## src/rtl/dram_slot_sched_pkg.sv

```systemverilog
// Shared types and helpers for the DRAM slot scheduler: owner codes,
// read-return tag codes and the video slot mask.
package dram_slot_sched_pkg;

    typedef enum logic [2:0] {
        OWN_IDLE = 3'd0,
        OWN_RFSH = 3'd1,
        OWN_VID  = 3'd2,
        OWN_CPU  = 3'd3,
        OWN_DMA  = 3'd4
    } owner_e;

    typedef logic [1:0] tag_t;

    localparam tag_t TAG_VID  = 2'd0;
    localparam tag_t TAG_CPU  = 2'd1;
    localparam tag_t TAG_DMA  = 2'd2;
    localparam tag_t TAG_NONE = 2'd3;

    // Video owns slot 0 only, slots 0/4, even slots, or every slot.
    function automatic logic vid_mask(input logic [1:0] bw, input logic [2:0] slot_cnt);
        logic hit;
        case (bw)
            2'b00:   hit = (slot_cnt == 3'd0);
            2'b01:   hit = (slot_cnt[1:0] == 2'd0);
            2'b10:   hit = ~slot_cnt[0];
            2'b11:   hit = 1'b1;
            default: hit = 1'b0;
        endcase
        return hit;
    endfunction

endpackage

```

## src/rtl/dram_tag_fifo.sv

```systemverilog
// Small FIFO of owner tags for reads issued to DRAM and not yet returned.
// Push on read issue, pop on read data return; both may happen together.
module dram_tag_fifo
    import dram_slot_sched_pkg::*;
#(
    parameter int DEPTH = 2
)
(
    input  logic clk,
    input  logic rst,
    input  logic i_push,
    input  tag_t i_push_tag,
    input  logic i_pop,
    output tag_t o_pop_tag,
    output logic o_full,
    output logic o_empty
);

    localparam int PW = (DEPTH > 1) ? $clog2(DEPTH) : 1;
    localparam int CW = $clog2(DEPTH + 1);

    tag_t          r_mem [DEPTH];
    logic [PW-1:0] r_wptr;
    logic [PW-1:0] r_rptr;
    logic [CW-1:0] r_count;
    logic          w_do_push;
    logic          w_do_pop;

    function automatic logic [PW-1:0] ptr_next(input logic [PW-1:0] p);
        return (p == PW'(DEPTH - 1)) ? {PW{1'b0}} : p + PW'(1);
    endfunction

    assign o_empty   = (r_count == {CW{1'b0}});
    assign o_full    = (r_count == CW'(DEPTH));
    assign w_do_pop  = i_pop & ~o_empty;
    assign w_do_push = i_push & ~o_full;
    assign o_pop_tag = r_mem[r_rptr];

    // Tag storage; cleared on reset so stale tags can never be popped.
    always_ff @(posedge clk) begin
        if (rst) begin
            for (int i = 0; i < DEPTH; i++) begin
                r_mem[i] <= TAG_NONE;
            end
        end else if (w_do_push) begin
            r_mem[r_wptr] <= i_push_tag;
        end
    end

    // Read/write pointers and occupancy count.
    always_ff @(posedge clk) begin
        if (rst) begin
            r_wptr  <= {PW{1'b0}};
            r_rptr  <= {PW{1'b0}};
            r_count <= {CW{1'b0}};
        end else begin
            if (w_do_push) begin
                r_wptr <= ptr_next(r_wptr);
            end
            if (w_do_pop) begin
                r_rptr <= ptr_next(r_rptr);
            end
            case ({w_do_push, w_do_pop})
                2'b10:   r_count <= r_count + CW'(1);
                2'b01:   r_count <= r_count - CW'(1);
                default: r_count <= r_count;
            endcase
        end
    end

endmodule

```

## src/rtl/dram_slot_sched.sv

```systemverilog
// DRAM slot scheduler. On every slot pulse it picks one owner (forced
// refresh, video, CPU, DMA, opportunistic refresh or idle), registers that
// owner's access onto the dram port, and routes returned read data back to
// the issuing owner using a tag FIFO.
module dram_slot_sched
    import dram_slot_sched_pkg::*;
#(
    parameter int AW            = 21,
    parameter int REFRESH_SLOTS = 64,
    parameter int RFSH_MAX      = 4,
    parameter int RDQ_DEPTH     = 2
)
(
    input  logic          clk,
    input  logic          rst,
    input  logic          slot,
    input  logic          rrdy,
    input  logic [15:0]   rddata,
    output logic          dram_req,
    output logic          dram_rnw,
    output logic [AW-1:0] dram_addr,
    output logic [1:0]    dram_bsel,
    output logic [15:0]   dram_wrdata,
    output logic          dram_rfsh,
    input  logic          video_go,
    input  logic [1:0]    video_bw,
    input  logic [AW-1:0] video_addr,
    output logic          video_next,
    output logic          video_strobe,
    input  logic          cpu_req,
    input  logic          cpu_rnw,
    input  logic [AW-1:0] cpu_addr,
    input  logic          cpu_wrbsel,
    input  logic [7:0]    cpu_wrdata,
    output logic          cpu_next,
    output logic          cpu_strobe,
    output logic          cpu_stall,
    input  logic          dma_req,
    input  logic          dma_rnw,
    input  logic [AW-1:0] dma_addr,
    input  logic [1:0]    dma_bsel,
    input  logic [15:0]   dma_wrdata,
    output logic          dma_next,
    output logic          dma_strobe,
    output logic [15:0]   rd_data,
    output logic          sched_err
);

    localparam int RC_W = (REFRESH_SLOTS > 1) ? $clog2(REFRESH_SLOTS) : 1;
    localparam int CR_W = $clog2(RFSH_MAX + 1);

    logic [2:0]      r_slot_cnt;
    logic [RC_W-1:0] r_rfsh_cnt;
    logic [CR_W-1:0] r_credit;

    logic            r_dram_req;
    logic            r_dram_rnw;
    logic [AW-1:0]   r_dram_addr;
    logic [1:0]      r_dram_bsel;
    logic [15:0]     r_dram_wrdata;
    logic            r_dram_rfsh;
    logic            r_video_next;
    logic            r_cpu_next;
    logic            r_dma_next;
    logic            r_video_strobe;
    logic            r_cpu_strobe;
    logic            r_dma_strobe;
    logic [15:0]     r_rd_data;
    logic            r_sched_err;

    owner_e          w_owner;
    tag_t            w_push_tag;
    tag_t            w_pop_tag;
    logic            w_push;
    logic            w_pop;
    logic            w_q_full;
    logic            w_q_empty;
    logic            w_credit_max;
    logic            w_credit_any;
    logic            w_vid_ok;
    logic            w_cpu_ok;
    logic            w_dma_ok;
    logic            w_rfsh_wrap;
    logic            w_rfsh_issue;

    // A read can only be granted while there is room to remember its owner.
    assign w_credit_max = (r_credit == CR_W'(RFSH_MAX));
    assign w_credit_any = (r_credit != {CR_W{1'b0}});
    assign w_vid_ok     = video_go & vid_mask(video_bw, r_slot_cnt) & ~w_q_full;
    assign w_cpu_ok     = cpu_req & (~cpu_rnw | ~w_q_full);
    assign w_dma_ok     = dma_req & (~dma_rnw | ~w_q_full);
    assign w_rfsh_wrap  = slot & (r_rfsh_cnt == RC_W'(REFRESH_SLOTS - 1));
    assign w_rfsh_issue = slot & (w_owner == OWN_RFSH);
    assign w_pop        = rrdy & ~w_q_empty;

    // Owner priority for the coming DRAM cycle.
    always_comb begin
        w_owner = OWN_IDLE;
        if (w_credit_max) begin
            w_owner = OWN_RFSH;
        end else if (w_vid_ok) begin
            w_owner = OWN_VID;
        end else if (w_cpu_ok) begin
            w_owner = OWN_CPU;
        end else if (w_dma_ok) begin
            w_owner = OWN_DMA;
        end else if (w_credit_any) begin
            w_owner = OWN_RFSH;
        end else begin
            w_owner = OWN_IDLE;
        end
    end

    // Tag to queue when the chosen owner performs a read.
    always_comb begin
        w_push     = 1'b0;
        w_push_tag = TAG_NONE;
        case (w_owner)
            OWN_VID: begin
                w_push     = slot;
                w_push_tag = TAG_VID;
            end
            OWN_CPU: begin
                w_push     = slot & cpu_rnw;
                w_push_tag = TAG_CPU;
            end
            OWN_DMA: begin
                w_push     = slot & dma_rnw;
                w_push_tag = TAG_DMA;
            end
            default: begin
                w_push     = 1'b0;
                w_push_tag = TAG_NONE;
            end
        endcase
    end

    dram_tag_fifo #(
        .DEPTH      (RDQ_DEPTH)
    ) u_tag_fifo (
        .clk        (clk),
        .rst        (rst),
        .i_push     (w_push),
        .i_push_tag (w_push_tag),
        .i_pop      (w_pop),
        .o_pop_tag  (w_pop_tag),
        .o_full     (w_q_full),
        .o_empty    (w_q_empty)
    );

    // Slot position and refresh interval counters.
    always_ff @(posedge clk) begin
        if (rst) begin
            r_slot_cnt <= 3'd0;
            r_rfsh_cnt <= {RC_W{1'b0}};
        end else if (slot) begin
            r_slot_cnt <= r_slot_cnt + 3'd1;
            r_rfsh_cnt <= w_rfsh_wrap ? {RC_W{1'b0}} : r_rfsh_cnt + RC_W'(1);
        end
    end

    // Refresh credit: earned at each interval wrap, spent by each refresh.
    always_ff @(posedge clk) begin
        if (rst) begin
            r_credit <= {CR_W{1'b0}};
        end else begin
            case ({w_rfsh_wrap, w_rfsh_issue})
                2'b10: begin
                    if (!w_credit_max) begin
                        r_credit <= r_credit + CR_W'(1);
                    end
                end
                2'b01:   r_credit <= r_credit - CR_W'(1);
                default: r_credit <= r_credit;
            endcase
        end
    end

    // Register the winner's access onto the dram port; held between slots.
    always_ff @(posedge clk) begin
        if (rst) begin
            r_dram_req    <= 1'b0;
            r_dram_rnw    <= 1'b0;
            r_dram_addr   <= {AW{1'b0}};
            r_dram_bsel   <= 2'b00;
            r_dram_wrdata <= 16'h0000;
            r_dram_rfsh   <= 1'b0;
        end else if (slot) begin
            case (w_owner)
                OWN_VID: begin
                    r_dram_req    <= 1'b1;
                    r_dram_rnw    <= 1'b1;
                    r_dram_addr   <= video_addr;
                    r_dram_bsel   <= 2'b11;
                    r_dram_wrdata <= 16'h0000;
                    r_dram_rfsh   <= 1'b0;
                end
                OWN_CPU: begin
                    r_dram_req    <= 1'b1;
                    r_dram_rnw    <= cpu_rnw;
                    r_dram_addr   <= cpu_addr;
                    r_dram_bsel   <= cpu_rnw ? 2'b11 : (cpu_wrbsel ? 2'b10 : 2'b01);
                    r_dram_wrdata <= {cpu_wrdata, cpu_wrdata};
                    r_dram_rfsh   <= 1'b0;
                end
                OWN_DMA: begin
                    r_dram_req    <= 1'b1;
                    r_dram_rnw    <= dma_rnw;
                    r_dram_addr   <= dma_addr;
                    r_dram_bsel   <= dma_bsel;
                    r_dram_wrdata <= dma_wrdata;
                    r_dram_rfsh   <= 1'b0;
                end
                OWN_RFSH: begin
                    r_dram_req    <= 1'b0;
                    r_dram_rnw    <= 1'b0;
                    r_dram_addr   <= {AW{1'b0}};
                    r_dram_bsel   <= 2'b00;
                    r_dram_wrdata <= 16'h0000;
                    r_dram_rfsh   <= 1'b1;
                end
                default: begin
                    r_dram_req    <= 1'b0;
                    r_dram_rnw    <= 1'b0;
                    r_dram_addr   <= {AW{1'b0}};
                    r_dram_bsel   <= 2'b00;
                    r_dram_wrdata <= 16'h0000;
                    r_dram_rfsh   <= 1'b0;
                end
            endcase
        end
    end

    // One-clk grant pulses following the decision edge.
    always_ff @(posedge clk) begin
        if (rst) begin
            r_video_next <= 1'b0;
            r_cpu_next   <= 1'b0;
            r_dma_next   <= 1'b0;
        end else begin
            r_video_next <= slot & (w_owner == OWN_VID);
            r_cpu_next   <= slot & (w_owner == OWN_CPU);
            r_dma_next   <= slot & (w_owner == OWN_DMA);
        end
    end

    // Read return: capture data and strobe the owner at the head of the queue.
    always_ff @(posedge clk) begin
        if (rst) begin
            r_rd_data      <= 16'h0000;
            r_video_strobe <= 1'b0;
            r_cpu_strobe   <= 1'b0;
            r_dma_strobe   <= 1'b0;
        end else begin
            r_video_strobe <= w_pop & (w_pop_tag == TAG_VID);
            r_cpu_strobe   <= w_pop & (w_pop_tag == TAG_CPU);
            r_dma_strobe   <= w_pop & (w_pop_tag == TAG_DMA);
            if (w_pop) begin
                r_rd_data <= rddata;
            end
        end
    end

    // Sticky flag for read data arriving with nobody waiting for it.
    always_ff @(posedge clk) begin
        if (rst) begin
            r_sched_err <= 1'b0;
        end else if (rrdy & w_q_empty) begin
            r_sched_err <= 1'b1;
        end
    end

    assign dram_req     = r_dram_req;
    assign dram_rnw     = r_dram_rnw;
    assign dram_addr    = r_dram_addr;
    assign dram_bsel    = r_dram_bsel;
    assign dram_wrdata  = r_dram_wrdata;
    assign dram_rfsh    = r_dram_rfsh;
    assign video_next   = r_video_next;
    assign cpu_next     = r_cpu_next;
    assign dma_next     = r_dma_next;
    assign video_strobe = r_video_strobe;
    assign cpu_strobe   = r_cpu_strobe;
    assign dma_strobe   = r_dma_strobe;
    assign rd_data      = r_rd_data;
    assign sched_err    = r_sched_err;
    assign cpu_stall    = cpu_req & ~r_cpu_next;

endmodule

```

## config.mk

```make
export PLATFORM = sky130hd
export DESIGN_NAME = dram_slot_sched
export DESIGN_NICKNAME = d
export VERILOG_FILES = /design/src/rtl/dram_slot_sched_pkg.sv /design/src/rtl/dram_tag_fifo.sv /design/src/rtl/dram_slot_sched.sv
export SDC_FILE = /design/constraint.sdc
export NUM_CORES = 1
export LEC_CHECK = 0
export BUFFER_PORTS_ARGS = -buffer_cell sky130_fd_sc_hd__buf_2
export CAP_MARGIN = 10
export CORE_ASPECT_RATIO = 1.1
export CORE_UTILIZATION = 47
export DETAILED_ROUTE_END_ITERATION = 16
export HOLD_SLACK_MARGIN = 0.02
export PLACE_DENSITY = 0.8
export RECOVER_POWER = 100
export SYNTH_ARGS = -nofsm -noshare
export SYNTH_HDL_FRONTEND = slang
export SYNTH_HIERARCHICAL = 1
export SYNTH_SLANG_ARGS = --single-unit
```

## constraint.sdc

```tcl
create_clock -name clk -period 3.2 [get_ports clk]
set_input_delay 0.48 -clock clk [delete_from_list [all_inputs] [get_ports clk]]
set_output_delay 0.48 -clock clk [all_outputs]
set_load 0.02 [all_outputs]
```

-- Yosys cells after proc, flatten, opt, wreduce, memory -nomap -nowiden
Memory sizes are Yosys's and may differ from the RTL's. A register that Yosys moved wholly into a read port is not among the register bits.
Cells that the tools add are included.
- output and inout port bits: 66
- ROM bits: 0
- memory bits (writable): 4
- register bits: 81
- bits in latches: 0
- input bits: 117
- memories kept: 1
- word-level logic and storage cells: 116
- divide/modulo/power cells: 0
- $lt $le $gt $ge: 0
- shifts and indexed selects: 0
- equality and inequality tests: 17
- reduce and logical (&&, ||, !) cells: 11
- multiplexer cells: 32
- multiply operators: 0
- bitwise logic cells: 27
- add/subtract/negate cells: 8
- memories (memory ; depth ; width ; rd ports ; clocked after memory_dff ; write ports ; line ; text):
    u_tag_fifo.r_mem ; 2 ; 2 ; 1 ; 1 ; 2 ; dram_tag_fifo.sv:22 ; tag_t r_mem [DEPTH];
- operator list (operator ; count):
    case mux 21 bit (3 select lines) ; 1
    case mux 16 bit (2 select lines) ; 1
    AND 1 bit ; 19
    two-way mux 3 bit ; 5
    two-way mux 1 bit ; 14
    == test 2 bit, second input constant ; 6
    case mux 2 bit (3 select lines) ; 2
    == test 2 x 1 -> 1 bit, second input constant ; 4
    logical NOT 2 bit ; 4
    adder 3 x 1 -> 3 bit, second input constant ; 2
    adder 6 x 1 -> 6 bit, second input constant ; 1
    == test 3 x 2 -> 1 bit, second input constant ; 2
    == test 3 bit, second input constant ; 2
    == test 6 bit, second input constant ; 1
    two-way mux 2 bit ; 3
    two-way mux 6 bit ; 1
    inverter 1 bit ; 6
    case mux 1 bit (3 select lines) ; 2
    case mux 3 bit (2 select lines) ; 1
    case mux 1 bit (4 select lines) ; 1
    case mux 2 bit (2 select lines) ; 1
    nonzero test 2 bit ; 2
    == test 3 x 1 -> 1 bit, second input constant ; 1
    logical NOT 3 bit ; 1
    10 further kinds ; 12

-- Logic depth before layout (Yosys ltp)
- depth in word-level cells: 16
- gate-level depth with buffers: 14
- gate-level depth less buffers: 13

-- By module
The synthesis kept the hierarchy.
- by module, submodules not included (module ; cells each ; area an instance (µm²) ; instances ; seq. area each (µm²)):
    dram_slot_sched ; 429 ; 3664.8 ; 1 ; 1541.5
    dram_tag_fifo ; 41 ; 409.1 ; 1 ; 220.2

-- Least setup slack after synthesis
Ideal clock, no wire load.
- path kind: reg2reg
- from: register u_tag_fifo.r_count[0]
- to: register r_credit[2]
- path slack: 311 ps
- data required time: 3077 ps
- clock period less this slack: 2889 ps
- cell stages (with the launch flop): 12
- arrival time: 2766 ps
- path through: dfxtp_1 > nand2b_2 > inv_2 > nand2_1 > nand2_2 > o311ai_0 > o32ai_4 > nand2_1 > fa_1 > or3_2 > mux2i_1 > mux2_1
- longest elaborated chain between the ends: 13
- elaborated cells on any way between the ends: 19
- ends and longest elaborated chain (item ; line ; text):
    start: declaration ; dram_tag_fifo.sv:25 ; logic [CW-1:0] r_count;
    start signal: assignment ; dram_tag_fifo.sv:55 ; r_count <= {CW{1'b0}};
    start signal: assignment ; dram_tag_fifo.sv:64 ; 2'b10: r_count <= r_count + CW'(1);
    start signal: assignment ; dram_tag_fifo.sv:65 ; 2'b01: r_count <= r_count - CW'(1);
    == test 2 bit * ; dram_tag_fifo.sv:34 ; assign o_full = (r_count == CW'(DEPTH));
    net w_q_full ; dram_slot_sched.sv:76 ; logic w_q_full;
    inverter 1 bit * ; dram_slot_sched.sv:89, dram_slot_sched.sv:90, dram_slot_sched.sv:91 ;
    OR 1 bit ; dram_slot_sched.sv:91 ; assign w_dma_ok = dma_req & (~dma_rnw | ~w_q_full);
    AND 1 bit ; dram_slot_sched.sv:91 ;
    two-way mux 3 bit ; dram_slot_sched.sv:105 ; end else if (w_dma_ok) begin
    two-way mux 3 bit ; dram_slot_sched.sv:103 ; end else if (w_cpu_ok) begin
    two-way mux 3 bit * ; dram_slot_sched.sv:101 ; end else if (w_vid_ok) begin
    two-way mux 3 bit * ; dram_slot_sched.sv:99 ; if (w_credit_max) begin
    == test 3 x 1 -> 1 bit * ; dram_slot_sched.sv:93 ; assign w_rfsh_issue = slot & (w_owner == OWN_RFSH);
    AND 1 bit * ; dram_slot_sched.sv:93 ;
    == test 2 bit / == test 2 x 1 -> 1 bit (equally long branches) ; dram_slot_sched.sv:167 ; case ({w_rfsh_wrap, w_rfsh_issue})
    inequality test 2 bit (no line) / nonzero test 2 bit (equally long branches) ; - ;
    AND reduction 2 bit (no line) ; - ;
    end signal: assignment ; dram_slot_sched.sv:165 ; r_credit <= {CR_W{1'b0}};
    end signal: assignment ; dram_slot_sched.sv:170 ; r_credit <= r_credit + CR_W'(1);
    end signal: assignment ; dram_slot_sched.sv:173 ; 2'b01: r_credit <= r_credit - CR_W'(1);
    end: declaration ; dram_slot_sched.sv:54 ; logic [CR_W-1:0] r_credit;
Mark *: on every way through the listed nets, which the timed path passes. The rest lies on a longest branch.
A chain may end at the register's enable or synchronous reset.

-- Worst setup path after layout
Same ends and word-level chain as after synthesis.

==> metrics.md <==
| Metric | Value |
|---|---|
| Total number of vias | 3958 |
| Number of core rows | 35 |
| Hold WC Path Type | primary input to register |
| Distinct cells, synth | 59 |
| I/O pin count | 183 |
| Fin crit period | 2950 ps |
| Crit path to | r_credit[2] |
| DIE AREA | 0.00904 sq mm |
| Async SR Flop Fraction | 0% |
| Port buffer count | 182 |
| Fin. max-slew vios | 41 |
| Post-Synth Simple-Gate Area | 25.4% |
| CP Depth | 11 |
| CP arrival | 3200 ps |
| Max cap viols | 1 |
| Master of the slowest instance on the critical path | or3_2 |
| DRC Markers | 0 |
| Num CTS Buffers | 9 |
| Crit path top cell by count | nand2_1 |
| Finished layout cell area | 0.00500 sq mm |
| Clock skew | 9.28 ps |
| R2R Path End | r_credit[2] |
| Number of synthesized flops with an enable pin | 4 |
| Peak VDD IR | 0.275 mV |
| Post-CTS Setup Bufs | 0 |
| Initial Utilization | 48.5% |
| Post-Place Cell Area | 0.00501 sq mm |
| Cell family with most CP delay | simple AND/OR/NAND/NOR gates |
| Share of cells above drive strength 1 | 24.1% |
| Outcome | complete, but fails checks |
| Main combinational cell family by area after synthesis | simple AND/OR/NAND/NOR gates |
| Place WS | 239 ps |
| Multiplexer share of the synthesized area | 1.84% |
| RSZ-0062 raised after global routing | no |
| DR vias/cell | 5.22 |
| Fmax | 339 MHz |
| Die height | 99.6 microns |
| Final hold viol count | 0 |
| Clock-pin slew on the worst setup and hold paths | 90 ps |
| Htree depth | 3 |
| Final ANT Viol Nets | 0 |
| Synth top area cells | dfxtp_1 (40%), nand2_1 (8.2%), and3_1 (6.8%) |
| Yosys reg bits | 86 |
| Worst reg2reg path startpoint | u_tag_fifo/r_count[0] |
| Worst Path Required | 3440 ps |
| CP cell instances | nand2b_2 -> inv_2 -> nand2_1 -> nand2_2 -> o311ai_1 -> o32ai_4 -> nand2_1 -> fa_1 -> or3_2 -> mux2i_1 -> mux2_1 |
| Setup slack, reg-to-reg | 250 ps |
| CP peak stage delay | 480 ps |
| Synthesized netlist net count | 592 |
| Max-Slew Margin vs Limit | -9.77% |
| Yosys Warn Count | 6 |
| P per Cell Area | 495 mW/mm^2 |
| Global route overflow | 0 |
| CP Buf/Inv Count | 1 |
| Core ar. | 0.00841 sq mm |
| ANT cells | 0 |
| Seq/Total Area, Yosys | 43.2% |
| First-pass GRT wire length | 17100 microns |
| Slew @ Worst Pin | 1650 ps |
| Initial antenna violation count | 0 |
| Final WL | 10400 microns |
| Adder-Cell Fraction of Synth Area | 1.72% |
| Global placer's final weighted congestion | 0.838 |
| Gate Count Post-Synth | 470 |
| Top-count cell post-synth | nand2_1 |
| Area grow syn2layout | 22.8% |
| CP startpoint | u_tag_fifo/r_count[0] |
| Leakage | 2.11 nW |
| Violated checks | capacitance limit, slew limit |
| Final Cycle Share | 92.3% |
| Die width | 90.8 microns |
| CTS root buf | clkbuf_8 |
| CTS tree | done |
| Initial DRC count | 201 |
| First-pass detailed-route iteration total | 4 |
| Worst R2R Path Depth | 11 |
| Largest net degree at the start of global routing | 41 |
| Total power | 2.48 mW |
| Crit end category | register |
| Finished Core Util | 59.5% |
| CTS sink count | 86 |
| Setup TNS | 0 ps |
| Vias in the first global route | 3807 |
| Share of the synthesized area in the top cell type | 40.3% |
| Synth cell count leaders | nand2_1 (89), dfxtp_1 (82), and3_1 (44) |
| Worst setup SP type | register |
| Final nets | 764 |
| CP Max Fanout | 8 |
| Synthesized area | 0.00407 sq mm |
| Dominant synthesized flop cell | dfxtp_1 |
| Fillers | 821 |
| Syn avg cell area | 8.67 sq um |
| Worst Slack Setup Final | 247 ps |
| Area leader, netlist | dfxtp_1 |
| XOR/XNOR Fraction of Synth Area | 2.36% |
| Critical path type | register to register |
| GRT Total Usage | 23.4% |
| Worst skew pair latency | 360 ps |
| DP HPWL | 7710 microns |
| Final setup vio count | 0 |
| Clock buffer depth | 2 |
| Compound-Gate Fraction of Synth Area | 19.5% |
| Per-cell routed wire length | 13.7 microns |
==> metrics by stage <==
step	cells	hold slack [ps]
3_3_place_gp	742	433
2_1_floorplan	470	471
3_5_place_dp	742	438
6_report	758	343
5_1_grt	758	330
4_1_cts	758	325
==> sequential cells by signal, summed over array words and instances (netlist names), 2 cells and up, named ones only <==
| name | count |
|---|---|
| r_credit | 3 |
| dram_addr | 21 |
| u_tag_fifo/r_mem | 4 |
| r_rfsh_cnt | 6 |
| dram_bsel | 2 |
| rd_data | 16 |
| u_tag_fifo/r_count | 2 |
| r_slot_cnt | 3 |
| dram_wrdata | 16 |
==> area by class of cell <==
class	instances	area [sq um]	share of cell area (%)
clock buffers	10	149	2.98
clock inverters	6	56.3	1.13
inverters	11	41.3	0.825
multi-input cells	341	1970	39.3
flip-flops and latches	86	1760	35.2
well taps	111	139	2.78
repair buffers	193	891	17.8
==> cells by family (layout without fill, tap and decap cells) <==
logic type | Yosys count | count (layout)
and+or+nand+nor | 207 | 207
AOI/OAI and AO/OA | 111 | 111
DFF | 86 | 86
buffers and inverters | 43 | 220
xor gates and xnor gates | 11 | 11
muxes | 7 | 7
adders and majority gates | 5 | 5
==> metal layers <==
layer	GRT usage, %	part of all wire (%)	vias to the layer above
li1	-	-	1973
met1	27.2	41	1854
met2	41.4	52	111
met3	5.12	4.9	20
met4	10.4	2.1	0
met5	0	0	-
==> what timing repair did <==
action | CTS | global route
hold buffers | 0 | 0
gates resized for setup | 0 | 1
endpoints found under the setup margin | 0 | 1
endpoints found under the hold margin | 0 | 0
==> report_power, final <==
part / internal (mW) / total (mW) / switching [mW]
sequential: 1.15 / 1.20 / 0.0431
combinational: 0.195 / 0.516 / 0.321
clock: 0.347 / 0.764 / 0.418
==> how the worst min path moves through the flow <==
stage	end	slack (ps)	startpoint	cells past startpoint
after detailed placement	dram_addr[10]	440	dram_addr[10]	2
after global routing	rd_data[2]	330	rddata[2]	3
after global placement	dram_addr[6]	430	dram_addr[6]	2
after floorplan	r_rfsh_cnt[0]	470	r_rfsh_cnt[0]	2
final	rd_data[6]	340	rddata[6]	3
after CTS	rd_data[4]	330	rddata[4]	3
==> worst reg2reg max path, stage by stage (launching register included) <==
cell	delay (ps)
dfxtp_1	370
nand2b_2	220
inv_2	150
nand2_1	110
nand2_2	130
o311ai_1	150
o32ai_4	240
nand2_1	100
fa_1	390
or3_2	480
mux2i_1	160
mux2_1	340
==> placed cells by master, fill, tap and decap left out, types with 2 or more instances in the layout <==
master	count
clkbuf_8	9
clkbuf_1	72
a211oi_1	37
edfxtp_1	4
nand2_1	90
o21ai_2	2
or3_1	2
buf_2	114
o21ai_1	17
nor4_1	2
nor3_1	2
nand2b_1	3
xor2_1	4
a21oi_1	38
mux2i_1	3
nor4b_1	2
inv_8	2
mux2_1	2
nand3_1	3
o21ai_0	11
dfxtp_1	82
xnor2_1	7
inv_6	2
and3_1	44
nor2_1	42
inv_1	9
ha_1	4
mux2_2	2
buf_4	6
(Power assumes the default switching activity.)
